$ cat src/rtl/seg_display_queue_pkg.sv
// Shared types and constants for the queued seven-segment display bank.
// Outputs are active-low: a set bit is an unlit segment.
package seg_display_pkg;

  localparam logic [31:0] SEG_BLANK = '1;

  typedef enum logic {
    IDLE,
    HOLD
  } hold_state_e;

  // Default-geometry update record (6 channels of 7-bit patterns)
  typedef struct packed {
    logic [2:0] chan;
    logic [6:0] data;
  } seg_update_t;

  // Active-low gfedcba encodings for hex digits
  function automatic logic [6:0] segDigit(input logic [3:0] value);
    logic [6:0] pattern;
    case (value)
      4'h0: pattern = 7'h40;
      4'h1: pattern = 7'h79;
      4'h2: pattern = 7'h24;
      4'h3: pattern = 7'h30;
      4'h4: pattern = 7'h19;
      4'h5: pattern = 7'h12;
      4'h6: pattern = 7'h02;
      4'h7: pattern = 7'h78;
      4'h8: pattern = 7'h00;
      4'h9: pattern = 7'h10;
      4'hA: pattern = 7'h08;
      4'hB: pattern = 7'h03;
      4'hC: pattern = 7'h46;
      4'hD: pattern = 7'h21;
      4'hE: pattern = 7'h06;
      default: pattern = 7'h0E;
    endcase
    return pattern;
  endfunction

endpackage

$ cat src/rtl/seg_display_queue_fifo.sv
// Small synchronous FIFO of an arbitrary packed type.
// DEPTH must be a power of two so the pointers wrap on natural overflow.
module sync_fifo #(
  parameter type T     = logic [7:0],
  parameter int  DEPTH = 4
) (
  input  logic                         clk,
  input  logic                         reset,
  input  logic                         clear_i,
  input  logic                         push_i,
  input  logic                         pop_i,
  input  T                             wdata_i,
  output T                             rdata_o,
  output logic                         full_o,
  output logic                         empty_o,
  output logic [$clog2(DEPTH+1)-1:0]   count_o
);

  localparam int AW   = $clog2(DEPTH);
  localparam int CNTW = $clog2(DEPTH+1);

  T                mem_q [DEPTH];
  logic [AW-1:0]   wrPtr_q, wrPtr_d;
  logic [AW-1:0]   rdPtr_q, rdPtr_d;
  logic [CNTW-1:0] count_q, count_d;
  logic            doPush, doPop;

  assign full_o  = (count_q == CNTW'(DEPTH));
  assign empty_o = (count_q == '0);
  assign count_o = count_q;
  assign rdata_o = mem_q[rdPtr_q];

  assign doPush = push_i && !full_o && !clear_i;
  assign doPop  = pop_i && !empty_o && !clear_i;

  always_comb begin
    wrPtr_d = wrPtr_q;
    rdPtr_d = rdPtr_q;
    count_d = count_q;
    if (doPush) wrPtr_d = wrPtr_q + AW'(1);
    if (doPop)  rdPtr_d = rdPtr_q + AW'(1);
    if (doPush && !doPop)      count_d = count_q + CNTW'(1);
    else if (!doPush && doPop) count_d = count_q - CNTW'(1);
  end

  // Storage carries no reset; only the pointers define what is valid
  always_ff @(posedge clk) begin
    if (doPush) mem_q[wrPtr_q] <= wdata_i;
  end

  always_ff @(posedge clk) begin
    if (reset || clear_i) begin
      wrPtr_q <= '0;
      rdPtr_q <= '0;
      count_q <= '0;
    end else begin
      wrPtr_q <= wrPtr_d;
      rdPtr_q <= rdPtr_d;
      count_q <= count_d;
    end
  end

endmodule

$ cat src/rtl/seg_display_queue.sv
// Multi-channel display register bank fed by a FIFO; commits are spaced
// at least HOLD_CYCLES apart so each pattern stays visible.
module seg_display_queue
  import seg_display_pkg::*;
#(
  parameter int WIDTH       = 7,
  parameter int CHANNELS    = 6,
  parameter int DEPTH       = 4,
  parameter int HOLD_CYCLES = 1000
) (
  input  logic                          clk,
  input  logic                          reset,
  input  logic                          flush,
  input  logic                          in_valid,
  output logic                          in_ready,
  input  logic [$clog2(CHANNELS)-1:0]   in_chan,
  input  logic [WIDTH-1:0]              in_data,
  output logic [CHANNELS*WIDTH-1:0]     out,
  output logic [$clog2(DEPTH+1)-1:0]    count,
  output logic                          busy
);

  localparam int CW = $clog2(CHANNELS);
  localparam int TW = $clog2(HOLD_CYCLES+1);
  localparam logic [CHANNELS*WIDTH-1:0] ALL_BLANK = {CHANNELS{SEG_BLANK[WIDTH-1:0]}};

  typedef struct packed {
    logic [CW-1:0]    chan;
    logic [WIDTH-1:0] data;
  } update_t;

  update_t                   pushEntry, headEntry;
  logic                      fifoFull, fifoEmpty, pushEn, commit;
  hold_state_e               state_q, state_d;
  logic [TW-1:0]             timer_q, timer_d;
  logic [CHANNELS*WIDTH-1:0] out_q, out_d;

  // A pop in the same cycle does not free a slot for the producer
  assign in_ready  = !fifoFull && !flush;
  assign pushEn    = in_valid && in_ready;
  assign pushEntry = '{chan: in_chan, data: in_data};

  sync_fifo #(
    .T     (update_t),
    .DEPTH (DEPTH)
  ) u_fifo (
    .clk     (clk),
    .reset   (reset),
    .clear_i (flush),
    .push_i  (pushEn),
    .pop_i   (commit),
    .wdata_i (pushEntry),
    .rdata_o (headEntry),
    .full_o  (fifoFull),
    .empty_o (fifoEmpty),
    .count_o (count)
  );

  always_comb begin
    state_d = state_q;
    timer_d = timer_q;
    out_d   = out_q;
    commit  = 1'b0;
    if (flush) begin
      state_d = IDLE;
      timer_d = '0;
      out_d   = ALL_BLANK;
    end else begin
      case (state_q)
        IDLE: begin
          if (!fifoEmpty) begin
            commit  = 1'b1;
            timer_d = TW'(HOLD_CYCLES - 1);
            state_d = (HOLD_CYCLES > 1) ? HOLD : IDLE;
            // Out-of-range channels match nothing but still consume a hold slot
            for (int c = 0; c < CHANNELS; c++) begin
              if (headEntry.chan == CW'(c)) out_d[c*WIDTH +: WIDTH] = headEntry.data;
            end
          end
        end
        HOLD: begin
          timer_d = timer_q - TW'(1);
          if (timer_q == TW'(1)) state_d = IDLE;
        end
        default: state_d = IDLE;
      endcase
    end
  end

  always_ff @(posedge clk) begin
    if (reset) begin
      state_q <= IDLE;
      timer_q <= '0;
      out_q   <= ALL_BLANK;
    end else begin
      state_q <= state_d;
      timer_q <= timer_d;
      out_q   <= out_d;
    end
  end

  assign out  = out_q;
  assign busy = !fifoEmpty || (state_q == HOLD);

endmodule

$ cat config.mk
export PLATFORM = sky130hd
export DESIGN_NAME = seg_display_queue
export DESIGN_NICKNAME = d
export VERILOG_FILES = /design/src/rtl/seg_display_queue_pkg.sv /design/src/rtl/seg_display_queue_fifo.sv /design/src/rtl/seg_display_queue.sv
export SDC_FILE = /design/constraint.sdc
export NUM_CORES = 1
export LEC_CHECK = 0
export BUFFER_PORTS_ARGS = -buffer_cell sky130_fd_sc_hd__buf_2
export CAP_MARGIN = 30
export CORE_MARGIN = 5
export CORE_UTILIZATION = 50
export DETAILED_ROUTE_END_ITERATION = 6
export PLACE_DENSITY_LB_ADDON = 0.2
export SETUP_SLACK_MARGIN = 0.3
export SLEW_MARGIN = 20
export SYNTH_ARGS = -nofsm -noshare
export SYNTH_HDL_FRONTEND = slang
export SYNTH_SLANG_ARGS = --single-unit
$ cat constraint.sdc
create_clock -name clk -period 5.45 [get_ports clk]
set_input_delay 0.2725 -clock clk [delete_from_list [all_inputs] [get_ports clk]]
set_output_delay 0.2725 -clock clk [all_outputs]
set_load 0.02 [all_outputs]
* After elaboration in Yosys (flattened, before gate mapping) *
Memories as Yosys holds them, arrays and structs flattened. A register that Yosys moved wholly into a read port is not among the register bits.
Cells that the tools add are included.

storage, ports and cells
  register bits = 60
  RAM bits = 40
  input bits = 14
  output and inout port bits = 47
  logic and storage cells = 65
  memories kept = 1

cells by class
  add/subtract/negate cells = 5
  equal/unequal tests = 8
  muxes and demuxes = 13
  bitwise gates (word level) = 2
  reductions and logical operators = 25

memory list
  name          depth  bits a word  read ports  clocked after memory_dff  wr ports  RTL line                      source
  u_fifo.mem_q  4      10           1           1                         1         seg_display_queue_fifo.sv:22  T mem_q [DEPTH];

operators by type and width
  cell                                                                     count
  10-bit case mux with 2 select lines                                      1
  3-bit AND reduction                                                      6
  10-bit by 1-bit equality test with 1-bit output (second input constant)  1
  10-bit 2-to-1 mux                                                        1
  10-bit by 1-bit subtractor with 10-bit output (second input constant)    1
  3-bit equality test (second input constant)                              3
  1-bit logical AND                                                        8
  3-bit by 2-bit equality test with 1-bit output (second input constant)   2
  3-bit zero test                                                          2
  1-bit 2-to-1 mux                                                         6
  3-bit 2-to-1 mux                                                         2
  1-bit zero test                                                          5
  2-bit by 1-bit adder with 2-bit output (second input constant)           2
  2-bit 2-to-1 mux                                                         2
  3-bit by 1-bit adder with 3-bit output (second input constant)           1
  3-bit by 1-bit equality test with 1-bit output (second input constant)   1
  3-bit by 1-bit subtractor with 3-bit output (second input constant)      1
  1-bit logical OR                                                         2
  2-bit inequality test (second input constant)                            1
  1-bit inverter                                                           2
  1-bit case mux with 2 select lines                                       1
  2-bit nonzero test                                                       1
  2-bit OR reduction                                                       1

* Longest topological paths before layout *
Gate-level depths: netlist of run 1.

  depth in word-level cells = 10
  gate-level depth with buffers = 8
  depth with buffers taken out = 8

* Hierarchy *
Synthesis of run 1 repeated with hierarchy kept, for this count alone.

second synthesis, totals
  cells, all modules = 361
  area total of the unflattened synthesis = 4182.8 µm²

by module, submodules not included
  module             instances  cells each  area each (µm²)  sequential area each (µm²)
  seg_display_queue  1          255         2229.6           1061.0
  sync_fifo          1          106         1953.1           1381.3

* Worst setup path before layout of run 1 *
Ideal clock, no wire load.

  kind = reg-to-reg
  start point = reg u_fifo.count_q[0] (netlist: u_fifo.count_o[0])
  end point = reg u_fifo.count_q[2] (netlist: u_fifo.count_o[2])
  library setup time = 71 ps
  arrival time = 2474 ps
  data required time = 5379 ps
  setup slack = 2905 ps
  stages on the path, launching flop included = 9
  buffers on the path = 0
  clock period less this slack = 2545 ps
  path through = dfxtp_1 > nor2_1 > a211oi_1 > ha_1 > inv_1 > fa_1 > xor2_1 > or3_1 > a21oi_1

on the way
  word-level cells in the longest chain between the ends = 9
  elaborated cells between the ends (all ways) = 22
  those cells by class = add/sub: 2; eq/ne: 1; mux: 5; reduce/logical: 14

RTL lines
  what                                 RTL line                                               source
  start, declared                      seg_display_queue_fifo.sv:25                           logic [CNTW-1:0] count_q, count_d;
  start signal, assigned               seg_display_queue_fifo.sv:59                           count_q <= count_d;
  3-bit equality test *                seg_display_queue_fifo.sv:28                           assign full_o = (count_q == CNTW'(DEPTH));
  1-bit zero test *                    seg_display_queue_fifo.sv:33, seg_display_queue.sv:39
  1-bit logical AND                    seg_display_queue.sv:39                                assign in_ready = !fifoFull && !flush;
  1-bit logical AND                    seg_display_queue.sv:40                                assign pushEn = in_valid && in_ready;
  1-bit logical AND * (2 in series)    seg_display_queue_fifo.sv:33                           assign doPush = push_i && !full_o && !clear_i;
  named net u_fifo.doPush              seg_display_queue_fifo.sv:26                           logic doPush, doPop;
  1-bit zero test                      seg_display_queue_fifo.sv:43                           else if (!doPush && doPop) count_d = count_q - CNTW'(1);
  1-bit logical AND                    seg_display_queue_fifo.sv:43
  2-bit nonzero test (no source line)  n/a

Mark *: on every way through the listed nets, which the timed path passes. The rest lies on a longest branch. The select of a mux whose other input is x is not followed.
A chain may end at the register's enable or synchronous reset.

* Final worst setup path of run 1 *
Ends and elaborated chain as after synthesis.

==> impl_metrics.json, run 1 <==
{
  "timing.slew.headroom_pct": 40.7,
  "chipHeight_um": 99.9,
  "grt.total_usage_pct": 15.1,
  "cts_root_buf": "clkbuf_8",
  "fin_cells": 472,
  "synth_compound_area_share_pct": 2.85,
  "placementRows": 32,
  "remaining_drc_errors": 0,
  "grt_setup_unrepaired": "no",
  "io_buffers": 60,
  "clk_pin_slew_ns": 0.09,
  "cts_buffers": 9,
  "p_switching_mw": 0.346,
  "drive_gt1_share_pct": 25.1,
  "synth.avg_cell_area_um2": 13.3,
  "dp_hpwl_um": 5030,
  "synthCells": 305,
  "synth.largest_area_cell": "dfxtp_1",
  "power.density_nw_per_um2": 299,
  "worst_setup_path_start_kind": "register",
  "power.leakage_nw": 1.93,
  "cts_tree": "done",
  "final_max_slew_viol_count": 0,
  "period_needed_ns": 2.75,
  "antenna_found_initial": 0,
  "clockPowerShare_pct": 31.0,
  "layout.nets": 387,
  "synthTopCellsByArea": "dfxtp_1 31%, edfxtp_1 30%, mux2i_1 11%, nor2_1 5.9%, mux4_1 4.5%",
  "fillCellCount": 667,
  "synth_simple_gate_area_share_pct": 13.2,
  "fin_setup_tns_ns": 0,
  "routed_wl_um": 7290,
  "core-area_um2": 7810,
  "dieArea_um2": 9980,
  "grt_max_degree": 69,
  "worst_pin_slew_ns": 0.884,
  "arrival_ns": 3.03,
  "synth_top_cell_area_share_pct": 30.7,
  "setup-violations-final": 0,
  "via_count": 2400,
  "dieWidth_um": 99.9,
  "synthMuxAreaShare_pct": 17.1,
  "cts_resized": 0,
  "final_common_cell": "nor2_1",
  "synthAdderAreaFrac_pct": 2.66,
  "drtIter0Drc": 112,
  "hold_violations": 0,
  "fin_crit_sh_pct": 50.4,
  "clock_latency_ns": 0.36,
  "synth.distinct_cells": 42,
  "wl_per_cell_um": 15.4,
  "drt_first_pass_iters": 5,
  "max_freq_mhz": 364,
  "syn_nets": 327,
  "ios": 61,
  "post-cts-setup-buffers": 0,
  "crit_type": "register to register",
  "clockBufferDepth": 2,
  "seq_power_share_pct": 59.9,
  "cp-end-kind": "register",
  "min_path_type": "input port to register",
  "antenna_cells": 0,
  "clock_skew_ns": 0.00937,
  "htree_levels": 3,
  "crit_fanout": 7,
  "peakVddDrop_v": 0.000194,
  "dpl.cell_count": 456,
  "synth_top_family_by_area": "multiplexers",
  "ys.warnings.count": 0,
  "vias_per_cell": 5.08,
  "overflow": 0,
  "cts.sinks": 102,
  "cts_hold_buf": 0,
  "fin_hold_ws_ns": 0.130,
  "grt_pass1_wl_um": 11800,
  "synth_area_um2": 4040,
  "synth-xor-area-share_pct": 1.52,
  "maxCapViolations": 0,
  "syn_to_final_growth_pct": 13.5,
  "gp_congestion": 0.744,
  "critPathRequiredTime_ns": 5.74,
  "total_power_mw": 1.37,
  "final_cell_mix": "64 x nor2_1, 62 x dfxtp_1, 60 x buf_2, 44 x mux2i_1, 40 x edfxtp_1",
  "synth-seq-cells": 102,
  "grt_pass1_vias": 2369,
  "start_util_pct": 51.8,
  "p_sw_share_pct": 25.2,
  "antenna_left": 0,
  "p_int_mw": 1.03,
  "fin_util_pct": 58.8,
  "synth_seq_area_share_pct": 60.4,
  "pwr-share-comb_pct": 9.1,
  "status": "finished clean"
}
[layout make-up]
class	count	area, um^2	share of cell area (%)
Inverter	7	26.3	0.573
Sequential cell	102	2440	53.2
Clock buffer	10	129	2.81
Tap cell	102	128	2.78
Clock inverter	6	45.0	0.981
Multi-Input combinational cell	184	1510	32.9
Timing Repair Buffer	61	308	6.71
[cell families after synthesis]
logic type / after synthesis
flops: 102
mux: 54
xor+xnor: 7
buf+inv: 19
compound gates: 16
fa+ha+maj: 8
simple gates: 99
[per-stage QoR]
stage	instance area, um^2	worst slack [ns]
after floorplan	4040	2.91
after global placement	4420	2.86
after detailed placement	4420	2.79
after CTS	4590	2.70
after global routing	4590	2.54
final	4590	2.70
[path summary, 6_finish.rpt]
path | from | slack [ns] | cells after the start | to
hold reg to reg | timer_q[9] | 0.51 | 1 | timer_q[9]
setup / recovery | u_fifo.count_o[0] | 2.70 | 8 | u_fifo.count_o[2]
setup reg to reg | u_fifo.count_o[0] | 2.70 | 8 | u_fifo.count_o[2]
hold / removal | in_chan[0] | 0.13 | 1 | u_fifo.mem_q[0][7]
[Yosys cell counts, drive strengths merged]
cell	n
xnor2	4
nor2b	1
mux4	10
inv	7
o21ai	1
nand4bb	1
and3	1
nor2	65
edfxtp	40
nor4	1
or3	2
and4b	1
and4	1
and2	4
a311oi	4
mux2i	44
nand2	8
nand2b	1
or2	1
fa	1
ha	7
buf	4
and2b	1
nor4b	3
a211oi	7
dfxtp	62
xor2	3
a21oi	3
o211ai	1
nor3b	2
clkbuf	8
nor3	6
[power groups by stage]
stage / sequential [mW] / combinational [mW] / clock [mW]
5_1_grt: 0.826 / 0.138 / 0.471
3_3_place_gp: 0.840 / 0.122 / 0
3_5_place_dp: 0.840 / 0.126 / 0
2_1_floorplan: 0.840 / 0.0938 / 0
4_1_cts: 0.823 / 0.126 / 0.441
6_report: 0.823 / 0.125 / 0.426
[layer usage]
layer	GRT usage (%)	wire (um)
met2	24.2	3410
met4	6.51	89
met1	19.7	3420
met5	0	0
met3	3.54	366
[sequential cells by signal, summed over array words and instances (netlist names), named ones only]
| name | cells |
|---|---|
| u_fifo.mem_q | 40 |
| timer_q | 10 |
| u_fifo.rdPtr_q | 2 |
| u_fifo.wrPtr_q | 2 |
| u_fifo.count_o | 3 |
| out | 42 |
| state_q | 1 |
[critical path: stages, from the launching register on]
cell	delay, ns
dfxtp_1	0.46
nor2_1	0.10
a211oi_1	0.76
ha_1	0.32
inv_1	0.07
fa_1	0.37
xor2_1	0.16
or3_1	0.31
a21oi_1	0.13
Power figures use the tool's default switching activity.
==> inputs of run 2 (changes only) <==
==> constraint.sdc (replaced) <==
create_clock -name clk -period 2.8 [get_ports clk]
set_input_delay 0.14 -clock clk [delete_from_list [all_inputs] [get_ports clk]]
set_output_delay 0.14 -clock clk [all_outputs]
set_load 0.02 [all_outputs]
==> run 2 against run 1 <==
  * First-iteration DRC count shrank 57%
  * Sequential cell count is the same
  * Via count grew 2.3%
  * Critical path type unchanged
  * Highest routed layer unchanged
==> impl_metrics.json, run 2 (synthesized netlist as in run 1, its figures left out) <==
{
  "status": "finished clean",
  "gp_congestion": 0.730,
  "fillCellCount": 632,
  "cts_tree": "done",
  "placementRows": 32,
  "peakVddDrop_v": 0.000411,
  "io_buffers": 60,
  "critPathRequiredTime_ns": 3.09,
  "drive_gt1_share_pct": 25.3,
  "grt.total_usage_pct": 15.5,
  "drtIter0Drc": 48,
  "final_common_cell": "nor2_1",
  "path_buf_inv": 2,
  "antenna_found_initial": 0,
  "cts_hold_buf": 8,
  "worstPathCellList": "nor2_1 > a211oi_2 > buf_4 > ha_1 > inv_1 > fa_1 > xor2_1 > or3_1 > a21oi_1",
  "fin_hold_ws_ns": 0.201,
  "period_needed_ns": 2.22,
  "crit_family": "adder cells",
  "ios": 61,
  "setup-violations-final": 0,
  "cts_root_buf": "clkbuf_8",
  "cpMaxStageDelayCell": "dfxtp_1",
  "worst_setup_path_start_kind": "register",
  "layout.nets": 401,
  "post-cts-setup-buffers": 0,
  "slowest_delay_ns": 0.45,
  "largest_reg_flops": 42,
  "worst_pin_slew_ns": 0.558,
  "clock_skew_ns": 0.00737,
  "crit_type": "register to register",
  "max_freq_mhz": 451,
  "timing.slew.headroom_pct": 62.8,
  "grt_setup_unrepaired": "no",
  "final_cell_mix": "64 x nor2_1, 62 x dfxtp_1, 60 x buf_2, 44 x mux2i_1, 40 x edfxtp_1",
  "grt_pass1_vias": 2422,
  "via_count": 2456,
  "min_path_type": "input port to register",
  "cts.sinks": 102,
  "power.density_nw_per_um2": 591,
  "cts_resized": 0,
  "dp_hpwl_um": 5190,
  "clk_pin_slew_ns": 0.09,
  "cts_buffers": 9,
  "crit_fanout": 7,
  "remaining_drc_errors": 0,
  "dieArea_um2": 9980,
  "drt_first_pass_iters": 4,
  "antenna_left": 0,
  "vias_per_cell": 5.05,
  "grt_max_degree": 26,
  "arrival_ns": 2.51,
  "fin_crit_sh_pct": 79.3,
  "antenna_cells": 0,
  "fin_setup_tns_ns": 0,
  "syn_to_final_growth_pct": 17.7,
  "overflow": 0,
  "hold_violations": 0,
  "htree_levels": 3,
  "clock_latency_ns": 0.36,
  "grt_pass1_wl_um": 12100,
  "total_power_mw": 2.81,
  "start_util_pct": 51.8,
  "chipHeight_um": 99.9,
  "dieWidth_um": 99.9,
  "power.leakage_nw": 2.01,
  "clockBufferDepth": 2,
  "routed_wl_um": 7380,
  "core-area_um2": 7810,
  "cp-end-kind": "register",
  "maxCapViolations": 0,
  "final_max_slew_viol_count": 0,
  "wl_per_cell_um": 15.2
}
[run 2: path summary, 6_finish.rpt]
check	start	to	slack, ns	depth (start not counted)
max	u_fifo.count_o[0]	u_fifo.count_o[2]	0.58	9
min	flush	register	0.20	4
max reg2reg	u_fifo.count_o[0]	u_fifo.count_o[2]	0.58	9
min reg2reg	timer_q[9]	timer_q[9]	0.49	1
[run 2: stage by stage]
step                      setup WS (ns)  area [um^2]  instances  util [%]
after global placement            0.663         4450        460      57.0
after global routing              0.450         4760        486      61.0
after floorplan                   0.454         4050        305         -
after CTS                         0.549         4740        484      60.7
final                             0.581         4760        486      61.0
after detailed placement          0.566         4450        460      57.0
[run 2: area by class of cell]
cell class,count,area [um^2],share of cell area [%]
Clock buffer,11,153,3.21
Clock inverter,5,56.3,1.18
Inverter,7,26.3,0.552
Multi-Input combinational cell,184,1520,31.9
Sequential cell,102,2440,51.3
Tap cell,102,128,2.68
Timing Repair Buffer,75,438,9.20
[run 2: power by group]
group          leakage [nW]  internal (mW)  switching (mW)
Sequential            0.866           1.57          0.0257
Clock                 0.105          0.468           0.483
Combinational          1.03          0.111           0.155
[run 2: layer usage]
layer	track usage (%)	wire [um]	up-vias
met3	4.93	359	7
met2	24.9	3510	43
met1	20.2	3430	1162
met4	4.31	73	0
li1	-	-	1244
met5	0	0	-
[run 2: worst register-to-register path: stages, from the launching register on]
cell      delay [ns]
dfxtp_1         0.45
nor2_1          0.11
a211oi_2        0.23
buf_4           0.18
ha_1            0.18
inv_1           0.06
fa_1            0.37
xor2_1          0.15
or3_1           0.30
a21oi_1         0.13
==> inputs of run 3 (changes only) <==
==> constraint.sdc (replaced) <==
create_clock -name clk -period 2.15 [get_ports clk]
set_input_delay 0.1075 -clock clk [delete_from_list [all_inputs] [get_ports clk]]
set_output_delay 0.1075 -clock clk [all_outputs]
set_load 0.02 [all_outputs]
==> run 3 against run 2 <==
  * Die area did not move
  * Via count rose by 2.9%
  * Critical path depth fell by 1
  * Total power rose by 39%
  * Sequential share of layout area fell by 1.9 points
  * Critical endpoint unchanged
  * Worst setup slack got worse by 0.32 ns
  * Largest power group unchanged
  * Non-clock buffer count rose by 14
  * Sequential power rose by 30%
==> impl_metrics.json, run 3 (synthesized netlist as in run 1, its figures left out) <==
{
  "gp_congestion": 0.740,
  "antenna_left": 0,
  "worst_setup_path_start_kind": "register",
  "overflow": 0,
  "dieArea_um2": 9980,
  "core-area_um2": 7810,
  "via_count": 2527,
  "grt_setup_unrepaired": "yes",
  "fin_setup_tns_ns": 0,
  "peakVddDrop_v": 0.000394,
  "wl_per_cell_um": 15.4,
  "layout.nets": 415,
  "crit_type": "register to register",
  "vias_per_cell": 5.05,
  "worstPathCellList": "nor3_4 > or3_4 > ha_4 > inv_2 > fa_2 > xor2_1 > or3_1 > a21oi_2",
  "routed_wl_um": 7710,
  "io_buffers": 60,
  "cts_buffers": 9,
  "clk_pin_slew_ns": 0.09,
  "total_power_mw": 3.90,
  "max_freq_mhz": 529,
  "antenna_cells": 0,
  "hold_depth": 4,
  "r2r_slack_ns": 0.26,
  "regToRegEndpoint": "u_fifo.count_o[2]",
  "crit_fanout": 3,
  "syn_to_final_growth_pct": 22.9,
  "critPathRequiredTime_ns": 2.45,
  "cts_tree": "done",
  "final_cell_mix": "60 x buf_2, 59 x nor2_1, 58 x dfxtp_1, 44 x mux2i_1, 40 x edfxtp_1",
  "fin_util_pct": 63.7,
  "cpMaxStageDelayCell": "dfxtp_4",
  "placed_area_um2": 4560,
  "chipHeight_um": 99.9,
  "hold_violations": 0,
  "setup-violations-final": 0,
  "ios": 61,
  "cts.sinks": 102,
  "antenna_found_initial": 0,
  "power.density_nw_per_um2": 786,
  "fin_ws_ns": 0.259,
  "clock_skew_ns": 0.00860,
  "htree_levels": 3,
  "final_max_slew_viol_count": 0,
  "drtIter0Drc": 76,
  "remaining_drc_errors": 0,
  "r2r_cells": 8,
  "clock_latency_ns": 0.36,
  "cp-end-kind": "register",
  "largest_reg_flops": 42,
  "period_needed_ns": 1.89,
  "final_common_cell": "buf_2",
  "start_util_pct": 51.8,
  "grt_max_degree": 43,
  "cts_root_buf": "clkbuf_8",
  "maxCapViolations": 0,
  "fin_cells": 500,
  "grt_pass1_vias": 2506,
  "min_from": "flush",
  "power.leakage_nw": 2.11,
  "worst_pin_slew_ns": 0.564,
  "status": "finished clean",
  "drt_first_pass_iters": 4,
  "clockBufferDepth": 2,
  "fin_crit_sh_pct": 88.0,
  "placementRows": 32,
  "grt_pass1_wl_um": 12700,
  "dpl.cell_count": 468,
  "r2r-start": "u_fifo.count_o[0]",
  "fin_hold_ws_ns": 0.202,
  "grt.total_usage_pct": 16.5,
  "drive_gt1_share_pct": 32.2,
  "arrival_ns": 2.19,
  "dieWidth_um": 99.9,
  "fin_area_um2": 4970,
  "min_path_type": "input port to register",
  "pre_cts_ws_ns": 0.228,
  "timing.slew.headroom_pct": 62.4,
  "slowest_delay_ns": 0.37,
  "dp_hpwl_um": 5290
}
==> run 3: changes by cell type in the layout (fill, tap and decap cells not counted), moves of 2 or more <==
cell,change
buf_4,+14
and2_2,+2
nor2_2,+5
clkinv_2,-2
nor2_1,-5
dfxtp_4,+3
clkinv_4,+2
dfxtp_1,-4
and2_1,-2
==> run 3: report_power, final <==
part           internal, mW  total, mW  switching [mW]
logic                 0.174      0.392           0.218
registers              2.05       2.08          0.0327
clock network         0.792       1.43           0.641
total                  3.01       3.90           0.892
==> run 3: critical path: cells and delay by family, from the launching register on <==
| family | cells | cell delay [ns] |
|---|---|---|
| compound gates | 1 | 0.11 |
| xor+xnor | 1 | 0.15 |
| fa+ha+maj | 2 | 0.47 |
| buf+inv | 1 | 0.03 |
| flops | 1 | 0.37 |
| simple gates | 3 | 0.70 |
==> run 3: what timing repair did <==
action	4_1_cts	5_1_grt
buffers inserted	3	3
endpoints found under the hold margin	40	0
hold buffers	10	0
gates resized for setup	0	9
pin swaps	2	3
endpoints found under the setup margin	25	64
gates cloned	0	0
==> run 3: cell type report <==
cell class | instances | area [um^2]
clock buffers | 11 | 154
multi-input cells | 184 | 1570
inverters | 7 | 26.3
fillers | 630 | 2840
clock inverters | 5 | 95.1
repair buffers | 89 | 543
flip-flops and latches | 102 | 2450
well taps | 102 | 128
==> run 3: worst max-delay path by stage <==
stage / startpoint / end / slack [ns]
2_1_floorplan: u_fifo.count_o[1] / u_fifo.count_o[2] / 0.1
3_3_place_gp: u_fifo.count_o[0] / u_fifo.count_o[2] / 0.28
3_5_place_dp: u_fifo.count_o[0] / u_fifo.count_o[2] / 0.23
4_1_cts: u_fifo.count_o[0] / u_fifo.count_o[2] / 0.24
5_1_grt: u_fifo.count_o[0] / u_fifo.count_o[2] / 0.17
6_report: u_fifo.count_o[0] / u_fifo.count_o[2] / 0.26
==> run 3: per-layer routing <==
layer / track usage [%] / wire length, um / vias up
li1: - / - / 1266
met1: 21.5 / 3500 / 1209
met2: 26.5 / 3790 / 45
met3: 4.24 / 332 / 7
met4: 5.99 / 81 / 0
met5: 0 / 0 / -
